==> src/rtl/cpu_sequencer_pkg.sv <==
// Shared codes for the CPU sequencer: state encoding and default sizing.
`timescale 1ns/1ps
package cpu_sequencer_pkg;

  // Sequencer states; encoding is visible on the state_o port
  typedef enum logic [1:0] {
    SEQ_FETCH = 2'd0,
    SEQ_EXEC  = 2'd1,
    SEQ_HALT  = 2'd2
  } seq_state_t;

  // Default sizing of the sequencer and its performance counters
  localparam int DEF_MAX_EXEC = 4;
  localparam int DEF_RET_W    = 32;
  localparam int DEF_STALL_W  = 16;

endpackage

==> src/rtl/cpu_sequencer_counter.sv <==
// Performance counter used by the sequencer: wrapping or saturating,
// cleared by the asynchronous reset, advanced by a single enable.
`timescale 1ns/1ps
module seq_counter #(
  parameter int WIDTH    = 8,
  parameter bit SATURATE = 1'b0
) (
  input  logic             clk,
  input  logic             rst,
  input  logic             inc,
  output logic [WIDTH-1:0] count
);

  // Count enabled cycles; a saturating counter sticks once it reaches all-ones
  always_ff @(posedge clk or posedge rst) begin
    if (rst) begin
      count <= '0;
    end else if (inc && !(SATURATE && (&count))) begin
      count <= count + 1'b1;
    end
  end

endmodule

==> src/rtl/cpu_sequencer.sv <==
// CPU sequencer: steps each instruction through FETCH and a variable number
// of EXEC cycles, with stall/halt control and retire/stall performance counters.
`timescale 1ns/1ps
module cpu_sequencer
  import cpu_sequencer_pkg::*;
#(
  parameter int MAX_EXEC = DEF_MAX_EXEC,
  parameter int RET_W    = DEF_RET_W,
  parameter int STALL_W  = DEF_STALL_W,
  parameter int LEN_W    = $clog2(MAX_EXEC + 1),
  parameter int STEP_W   = $clog2(MAX_EXEC)
) (
  input  logic               clk,
  input  logic               reset_i,
  input  logic               halt_i,
  input  logic               stall_i,
  input  logic [LEN_W-1:0]   exec_len_i,
  output seq_state_t         state_o,
  output logic [STEP_W-1:0]  exec_step_o,
  output logic               instr_done_o,
  output logic               halted_o,
  output logic [RET_W-1:0]   retired_o,
  output logic [STALL_W-1:0] stall_cycles_o
);

  seq_state_t        state_q;
  logic [STEP_W-1:0] step_q;
  logic [LEN_W-1:0]  len_q;
  logic [LEN_W-1:0]  len_raw;
  logic [LEN_W-1:0]  eff_len;
  logic              last_step;
  logic              advance;
  logic              stall_count_en;

  // Effective length: decode value at step 0, latched copy afterwards,
  // with 0 promoted to 1 and oversize values clamped to MAX_EXEC
  always_comb begin
    len_raw = (step_q == '0) ? exec_len_i : len_q;
    if (len_raw == '0) begin
      eff_len = LEN_W'(1);
    end else if (len_raw > LEN_W'(MAX_EXEC)) begin
      eff_len = LEN_W'(MAX_EXEC);
    end else begin
      eff_len = len_raw;
    end
  end

  assign last_step      = (LEN_W'(step_q) == (eff_len - 1'b1));
  assign advance        = !stall_i && !halt_i;
  assign instr_done_o   = (state_q == SEQ_EXEC) && advance && last_step;
  assign stall_count_en = stall_i && !halt_i && (state_q != SEQ_HALT);

  // Main sequencing FSM: halt wins over stall, HALT only leaves on reset
  always_ff @(posedge clk or posedge reset_i) begin
    if (reset_i) begin
      state_q <= SEQ_FETCH;
      step_q  <= '0;
      len_q   <= LEN_W'(1);
    end else if (halt_i) begin
      state_q <= SEQ_HALT;
      step_q  <= '0;
    end else if (state_q == SEQ_HALT || stall_i) begin
      state_q <= state_q;
    end else begin
      case (state_q)
        SEQ_FETCH: begin
          state_q <= SEQ_EXEC;
          step_q  <= '0;
        end
        SEQ_EXEC: begin
          if (step_q == '0) begin
            len_q <= eff_len;
          end
          if (last_step) begin
            state_q <= SEQ_FETCH;
            step_q  <= '0;
          end else begin
            step_q <= step_q + 1'b1;
          end
        end
        default: begin
          state_q <= SEQ_FETCH;
          step_q  <= '0;
        end
      endcase
    end
  end

  assign state_o     = state_q;
  assign halted_o    = (state_q == SEQ_HALT);
  assign exec_step_o = (state_q == SEQ_EXEC) ? step_q : '0;

  seq_counter #(
    .WIDTH    (RET_W),
    .SATURATE (1'b0)
  ) u_retired (
    .clk   (clk),
    .rst   (reset_i),
    .inc   (instr_done_o),
    .count (retired_o)
  );

  seq_counter #(
    .WIDTH    (STALL_W),
    .SATURATE (1'b1)
  ) u_stalls (
    .clk   (clk),
    .rst   (reset_i),
    .inc   (stall_count_en),
    .count (stall_cycles_o)
  );

endmodule

==> config.mk <==
export PLATFORM = sky130hd
export DESIGN_NAME = cpu_sequencer
export DESIGN_NICKNAME = d
export VERILOG_FILES = /design/src/rtl/cpu_sequencer_pkg.sv /design/src/rtl/cpu_sequencer_counter.sv /design/src/rtl/cpu_sequencer.sv
export SDC_FILE = /design/constraint.sdc
export NUM_CORES = 1
export LEC_CHECK = 0
export CORE_MARGIN = 3
export CORE_UTILIZATION = 31
export DETAILED_ROUTE_END_ITERATION = 6
export GPL_TIMING_DRIVEN = 0
export SLEW_MARGIN = 20
export SYNTH_ARGS = -nofsm -noshare
export SYNTH_HDL_FRONTEND = slang
export SYNTH_SLANG_ARGS = --single-unit
==> constraint.sdc <==
create_clock -name clk -period 3.2 [get_ports clk]
set_input_delay 0.32 -clock clk [delete_from_list [all_inputs] [get_ports clk]]
set_output_delay 0.32 -clock clk [all_outputs]
set_load 0.02 [all_outputs]
## Word-level counts from Yosys, hierarchy flattened

Cells that the tools add are included.

| storage, ports and cells | value |
|---|---|
| register bits after elaboration | 55 |
| input port bits | 7 |
| output and inout port bits | 54 |
| word-level logic and storage cells | 46 |

| cells by class | value |
|---|---|
| add/subtract/negate cells | 4 |
| magnitude comparators | 1 |
| equality and inequality tests | 6 |
| muxes and demuxes | 12 |
| bitwise logic cells | 2 |
| reduce and logical (&&, ||, !) cells | 16 |

Operator list:

| kind | count |
|---|---|
| 32-bit by 1-bit adder with 32-bit output (second input constant) | 1 |
| 16-bit by 1-bit adder with 16-bit output (second input constant) | 1 |
| 2-bit 2-to-1 mux | 8 |
| 16-bit AND reduction | 1 |
| 3-bit 2-to-1 mux | 3 |
| 1-bit logical AND | 6 |
| 2-bit zero test | 2 |
| 2-bit inequality test (second input constant) | 2 |
| 2-bit case mux with 2 select lines | 1 |
| 4-bit AND reduction | 1 |
| 2-bit by 3-bit == test with 1-bit output | 1 |
| 3-bit > comparator (second input constant) | 1 |
| 1-bit zero test | 3 |
| 3-bit zero test | 1 |
| 3-bit inequality test (second input constant) | 1 |
| 3-bit by 1-bit subtractor with 3-bit output (second input constant) | 1 |
| 2-bit by 1-bit adder with 2-bit output (second input constant) | 1 |
| 2-bit by 1-bit == test with 1-bit output (second input constant) | 1 |
| 2-bit == test (second input constant) | 1 |
| 1-bit NOT | 2 |
| 2-bit AND reduction | 1 |
| 1-bit logical OR | 1 |

## Depth between registers and ports, before layout

| depth | value |
|---|---|
| word-level depth | 11 |
| gate-level depth with buffers | 11 |
| depth with buffers taken out | 9 |

## Cells and area by module

From an unflattened synthesis, not the netlist that was laid out.

| second synthesis, totals | value |
|---|---|
| cell total of the unflattened synthesis | 248 |
| area total of the unflattened synthesis | 2777.7 µm² |

Modules (own cells, without submodules):

| module | instances | cells each | area each (µm²) | sequential area each (µm²) |
|---|---|---|---|---|
| seq_counter at u_retired | 1 | 126 | 1510.2 | 800.8 |
| seq_counter at u_stalls | 1 | 73 | 798.3 | 400.4 |
| cpu_sequencer | 1 | 49 | 469.2 | 176.4 |

## Worst setup path after synthesis

Ideal clock, no wire load.

| path | value |
|---|---|
| kind | reg2reg |
| start | reg step_q[0] |
| end | reg u_retired.count[1] |
| library setup time | 0.125 ns |
| arrival time | 2.183 ns |
| data required time | 3.075 ns |
| path slack | 0.892 ns |
| stages on the path, launching flop included | 11 |
| path buffers | 2 |
| clock period less this slack | 2.308 ns |
| path through | dfrtp_1 -> inv_1 -> ha_1 -> buf_2 -> nor2b_1 -> a311o_1 -> a211oi_2 -> o21ai_2 -> inv_1 -> buf_2 -> mux2_2 |

| on the way | value |
|---|---|
| cells in the longest elaborated chain, start to end | 8 |
| elaborated cells on any way between the ends | 9 |
| those cells by class | add/sub (1); order compare (1); eq/ne (1); mux (3); reduce/logical (3) |

Ends and longest elaborated chain:

| item | line | RTL |
|---|---|---|
| start, declared | cpu_sequencer.sv:27 | `logic [STEP_W-1:0] step_q;` |
| start signal, assigned | cpu_sequencer.sv:78 | `step_q <= step_q + 1'b1;` |
| 2-bit zero test | cpu_sequencer.sv:38 | `len_raw = (step_q == '0) ? exec_len_i : len_q;` |
| 3-bit 2-to-1 mux | cpu_sequencer.sv:38 |  |
| 3-bit > comparator | cpu_sequencer.sv:41 | `end else if (len_raw > LEN_W'(MAX_EXEC)) begin` |
| 3-bit 2-to-1 mux | cpu_sequencer.sv:41 |  |
| 3-bit 2-to-1 mux | cpu_sequencer.sv:39 | `if (len_raw == '0) begin` |
| 3-bit by 1-bit subtractor with 3-bit output | cpu_sequencer.sv:48 | `assign last_step = (LEN_W'(step_q) == (eff_len - 1'b1));` |
| 2-bit by 3-bit == test with 1-bit output (*) | cpu_sequencer.sv:48 |  |
| 1-bit logical AND (*) | cpu_sequencer.sv:50 | `assign instr_done_o = (state_q == SEQ_EXEC) && advance && last_step;` |
| via instr_done_o | cpu_sequencer.sv:20 | `output logic instr_done_o,` |
| end signal, assigned | cpu_sequencer_counter.sv:19 | `count <= count + 1'b1;` |
| end, declared | cpu_sequencer_counter.sv:11 | `output logic [WIDTH-1:0] count` |

Mark *: on every way through the listed nets, which the timed path passes. The rest lies on a longest branch.
A chain may end at the register's enable or synchronous reset.

## Worst setup path after layout

| path | value |
|---|---|
| start | reg step_q[0] |
| end | out instr_done_o |

| on the way | value |
|---|---|
| cells in the longest elaborated chain, start to end | 8 |
| elaborated cells on any way between the ends | 9 |
| those cells by class | add/sub (1); order compare (1); eq/ne (1); mux (3); reduce/logical (3) |

Ends and longest elaborated chain:

| item | line |
|---|---|
| 2-bit zero test | cpu_sequencer.sv:38 |
| 3-bit 2-to-1 mux | cpu_sequencer.sv:38 |
| 3-bit > comparator | cpu_sequencer.sv:41 |
| 3-bit 2-to-1 mux | cpu_sequencer.sv:41 |
| 3-bit 2-to-1 mux | cpu_sequencer.sv:39 |
| 3-bit by 1-bit subtractor with 3-bit output | cpu_sequencer.sv:48 |
| 2-bit by 3-bit == test with 1-bit output (*) | cpu_sequencer.sv:48 |
| 1-bit logical AND (*) | cpu_sequencer.sv:50 |
| end, declared | cpu_sequencer.sv:20 |

Mark *: on every way between the ends. The rest lies on a longest branch, timed or not.

==> flow_summary_export.csv <==
group,metric,value,unit
layout,antenna_cells,0,
detailed_routing,drtIter0Drc,53,
setup_path,cp.arrival,2.58,ns
power_and_ir_drop,p_leak,1.60,nW
synth,synth.distinct_cells,44,
clock_tree,path_clk_slew,0.10,ns
power_and_ir_drop,p_sw_frac,0.284,
floorplanning,start_util,0.327,
global_routing,grt_overflow,0,
synth,synth_top_area_share,0.494,
layout,layout_commonest_cell,"clkdlybuf4s50_1",
place,hpwl,4650,um
synth,synth_flop_cell,"dfrtp_1",
power_and_ir_drop,seq_power_share,0.551,
synth,synth_xor_xnor_area_share,0.138,
place,pre_cts_ws,0.170,ns
synth,synth-compound-area-share,0.0489,
detailed_routing,vias_per_cell,4.88,
layout,drive_gt1_frac,0.0868,
detailed_routing,wire_per_inst,14.1,um
clock_tree,cts_tree,"built",
synth,yosys_warnings,0,
synth,synthMuxAreaShare,0.0242,
status,status,"completed",
timing,hold_viol,0,
synth,synthArstFlopShare,1.00,
detailed_routing,routed_wl,6170,um
setup_path,cp.required,2.88,ns
detailed_routing,vias,2143,
layout,areaGrowthSynthToFinish,30.9,%
floorplanning,rows,33,
setup_path,r2r_cells,10,
clock_tree,htree_num_levels,2,
floorplanning,die_area,10000,um^2
synth,yosysTopAreaCell,"dfrtp_1",
global_routing,grt_max_degree,40,
power_and_ir_drop,power,1.45,mW
floorplanning,die_y,100,um
clock_tree,cts_buffers,5,
timing,timing.slew.headroom,0.740,
power_and_ir_drop,ir_drop,0.196,mV
detailed_routing,ant_nets,0,
timing,grt_setup_unrepaired,"false",
synth,yosys.area_share.adder,0.0137,
timing,fin_crit,2.90,ns
global_routing,grt_pass1_wl,10200,um
power_and_ir_drop,p_clk_frac,0.281,
timing,max_freq,345,MHz
timing,setup_violations,0,
synth,synth_area,2740,um^2
setup_path,crit_fanout,10,
timing,setup_slack,0.299,ns
timing,slew_violations,0,
synth,synth_seq_cells,55,
timing,skew,0.0110,ns
clock_tree,cts_sinks,55,
detailed_routing,drc,0,
synth,synthCells,265,
power_and_ir_drop,power.internal,1.04,mW
synth,yosys-top-cells-area,"dfrtp_1 (49%), xor2_1 (8.6%), xnor2_1 (5.1%)",
power_and_ir_drop,pwr-share-comb,0.168,
global_routing,first_global_vias,2143,
clock_tree,root_buffer,"clkbuf_8",
global_routing,gr-usage-all-layers,0.125,
setup_path,start_kind,"flip-flop",
clock_tree,worstSkewPairLatency,0.31,ns
global_routing,met2_usage,0.205,
global_routing,antenna_found_initial,0,
synth,synth_edf_count,0,
layout,nNetsFinal,343,
synth,synth_top_family_by_area,"simple AND/OR/NAND/NOR gates",
global_routing,grt_most_used_layer,"met2",
worst_hold_path,min_path_type,"in -> async",
global_routing,grt.met1_usage,0.164,
synth,synth-simple-area-share,0.250,
floorplanning,top_level_ports,61,
place,gp_congestion,0.728,
setup_path,endpoint_kind,"primary output",
setup_path,path_class,"reg -> out",
clock_tree,cts_buffer_depth,2,
detailed_routing,firstDrtPassIters,4,
floorplanning,die_w,100,um
place,port_buffers,60,
setup_path,rrSetupSlack,0.67,ns
synth,seq_area_frac_synth,0.503,
timing,min_period_over_period,0.907,
power_and_ir_drop,switchingPower,0.411,mW
synth,syn_avg_cell_area,10.3,um^2
synth,syn-num-nets,275,
timing,fin_setup_tns,0,ns
power_and_ir_drop,powerDensity,404,nW/um^2
layout,mostFrequentLayoutCells,"clkdlybuf4s50_1 (59), dfrtp_1 (54), nand2_1 (28)",
timing,worst_pin_slew,0.388,ns
clock_tree,post-cts-setup-buffer-count,0,
floorplanning,core,8380,um^2
global_routing,use_met3,0.0299,
job,drv_cap,0,
## kinds of logic after synthesis
group | count (synthesis)
AND/OR/NAND/NOR | 126
flip-flops | 55
XOR/XNOR | 43
AO/OA/AOI/OAI | 19
buffers and inverters | 13
multiplexers | 6
adder cells (fa/ha/maj) | 3
## final cells by class
type | instances | area [um^2]
Tap cell | 105 | 131
Clock inverter | 1 | 8.76
Fill cell | 811 | 4800
Clock buffer | 7 | 86.3
Multi-Input combinational cell | 197 | 1300
Inverter | 9 | 36.3
Buffer | 4 | 26.3
Timing Repair Buffer | 61 | 616
Sequential cell | 55 | 1380
## metal layers
layer | share of wire | wire length, um | vias to the layer above
li1 | - | - | 1047
met4 | 0.014 | 86 | 0
met3 | 0.036 | 221 | 7
met2 | 0.47 | 2870 | 38
met1 | 0.48 | 2990 | 1051
met5 | 0 | 0 | -
## path summary, 6_finish.rpt
path	from	to
worst min register to register	u_retired.count[31]	u_retired.count[31]
worst max-delay path	step_q[0]	instr_done_o
min in group clk	u_retired.count[31]	u_retired.count[31]
worst max register to register	step_q[0]	u_retired.count[1]
worst min-delay path	reset_i	u_stalls.count[10]
max in group asynchronous	reset_i	len_q[0]
## synthesized netlist by cell type (all sizes together) (2+ instances only)
| library cell | instances |
|---|---|
| a21o | 2 |
| a21oi | 6 |
| and3 | 4 |
| and4 | 3 |
| buf | 4 |
| dfrtp | 54 |
| ha | 3 |
| inv | 9 |
| mux2 | 5 |
| nand2 | 28 |
| nand2b | 5 |
| nand3 | 18 |
| nand4 | 7 |
| nor2 | 21 |
| nor2b | 3 |
| nor3 | 21 |
| nor3b | 2 |
| nor4 | 4 |
| o21ai | 5 |
| or4 | 3 |
| xnor2 | 16 |
| xor2 | 27 |
## power groups by stage
stage | clock network [mW] | logic (mW) | registers [mW]
floorplan | 0 | 0.0865 | 0.844
global placement | 0 | 0.237 | 0.807
detailed placement | 0 | 0.248 | 0.813
CTS | 0.418 | 0.249 | 0.798
global route | 0.442 | 0.263 | 0.806
finish | 0.407 | 0.243 | 0.797
## critical path, cell delays in order (launching register included)
cell,delay (ns)
dfrtp_1,0.43
inv_1,0.15
ha_1,0.15
buf_2,0.19
nor2b_1,0.09
a311o_1,0.33
a211oi_2,0.25
o21ai_2,0.16
inv_1,0.09
buf_2,0.23
clkbuf_2,0.21
## state kept, by name (all words and copies together) (netlist names), named ones only
register and flops:
u_retired.count 32, u_stalls.count 16, len_q 2, state_o 2, step_q 2
## metrics by stage
stage                     hold WS, ns  instances  area (um^2)  utilization
after floorplan                 0.412        265         2740            -
after global placement          0.466        430         3470        0.414
after detailed placement        0.474        431         3490        0.417
after CTS                       0.279        439         3590        0.428
after global routing            0.292        439         3580        0.427
final                           0.281        439         3580        0.427
## what timing repair did
| action | 4_1_cts | 5_1_grt |
|---|---|---|
| hold buffers | 0 | 0 |
| gates resized for setup | 1 | 2 |
| endpoints found under the setup margin | 1 | 1 |
| cloned | 0 | 0 |
| pin swaps | 0 | 0 |
No activity file was read; power rests on OpenSTA's default activity.
==> patch: new RTL, same settings <==
Set the parameter `SATURATE` to 1'b0 (it was 1'b1).
--- a/src/rtl/cpu_sequencer.sv
+++ b/src/rtl/cpu_sequencer.sv
@@ -102,7 +102,7 @@
 
   seq_counter #(
     .WIDTH    (STALL_W),
-    .SATURATE (1'b1)
+    .SATURATE (1'b0)
   ) u_stalls (
     .clk   (clk),
     .rst   (reset_i),
Function: same outputs for any inputs over 10 cycles, from zero or initial values and one cycle with reset_i high; that may be too few to reach the edited logic, so the function may still have changed.
==> patch against the unedited design <==
- synthesized area down 3.0%
- wire length fell by 4.7%
- maximum frequency is 3.8% lower
- sequential cell count unchanged
- cell area down 2.5%
- worst setup slack got worse by 0.11 ns
- critical endpoint unchanged
Power is not compared: it rests on default switching activity, and its combinational part moved more than twofold at a synthesized area within 25%.
==> patch: results (changes against the unedited design) <==
- Post-Syn Instances: 239 (-9.8%)
- XOR/XNOR share of the synthesized area: 15.2% (+1.4 points)
- Final Cell Area: 3490 sq um (-2.5%)
- Worst EP arrival: 2.70 ns (+0.12 ns)
- Mux share of post-synthesis cell area: 2.59% (+0.17 points)
- Setup WS pre-CTS: 0.242 ns (+0.0723 ns)
- M1 wire length: 2.87 mm (-3.9%)
- Inverters: 4 (-5)
- Largest net degree at the start of global routing: 56 (+40%)
- Result of the run: finished clean
- Placed instance area: 3380 sq um (-3.2%)
- Post-synthesis adder-cell area fraction: 1.41% (+0.043 points)
- Via count: 1970 (-8.1%)
- Fill count: 835 (+3.0%)
- Hold Slack: 0.402 ns (+0.121 ns)
- Layout Cells excl Fill: 411 (-6.4%)
- #MultiIn Comb: 174 (-12%)
- Top post-synthesis cells by count: dfrtp_1, xnor2_1, nand3_1
- Sequential share of the synthesized area: 51.9% (+1.6 points)
- Met2 wire length: 2.73 mm (-4.8%)
- GP Congestion: 0.750 (+3.0%)
- Met1 Use GR: 18.5% (+2.1 points)
- Overall Global Routing Usage: 12.9% (+0.41 points)
- Buffer share of cell area: 17.9% (about the same)
- Worst-path fanout max: 6 (-4)
- Finished Core Util: 42.3% (-0.45 points)
- Worst min-delay path class: in -> reg
- Minimum clock period: 3.02 ns (+0.114 ns)
- Area of the multi-input gates: 1230 sq um (-5.1%)
- Seq area share: 39.4% (+0.99 points)
- DP HPWL: 4.26 mm (-8.3%)
- Tightest Pin Transition: 0.808 ns (+0.420 ns)
- Drt first-iter violations: 75 (+42%)
- Ranking of synthesized cells by area: dfrtp_1, xnor2_1, nand3_1, nand4_1, xor2_1
- Met2 Resource Use GR: 19.7% (-0.81 points)
- First-pass GRT wire length: 10.3 mm (+1.1%)
- PortBufs: 59 (-1.7%)
- Compound-cell area share of the yosys netlist: 3.35% (-1.5 points)
- Routed WL per cell: 14.3 microns (+1.8%)
- Clock tree cell share of total cell area: 3.05% (+0.39 points)
## patch: changes by cell type after synthesis, moves of 5 or more
| cell | before | now |
|---|---|---|
| inv_1 | 9 | 4 |
| nand2_1 | 28 | 18 |
| nand3_1 | 17 | 24 |
| nand4_1 | 6 | 14 |
| nor2_1 | 21 | 14 |
| nor3_1 | 20 | 4 |
| xnor2_1 | 16 | 37 |
| xor2_1 | 27 | 9 |
## patch: timing repair
action | 4_1_cts | 5_1_grt
buffers inserted | 0 | 1
endpoints found under the setup margin | 1 | 1
hold endpoints to repair | 0 | 0
gates resized for setup | 1 | 0
pin swaps | 0 | 1
## patch: power by group
group / switching (mW) / internal (mW)
Sequential: 0.00839 / 0.701
Clock: 0.235 / 0.229
Combinational: 0.0417 / 0.0278
Total: 0.285 / 0.958
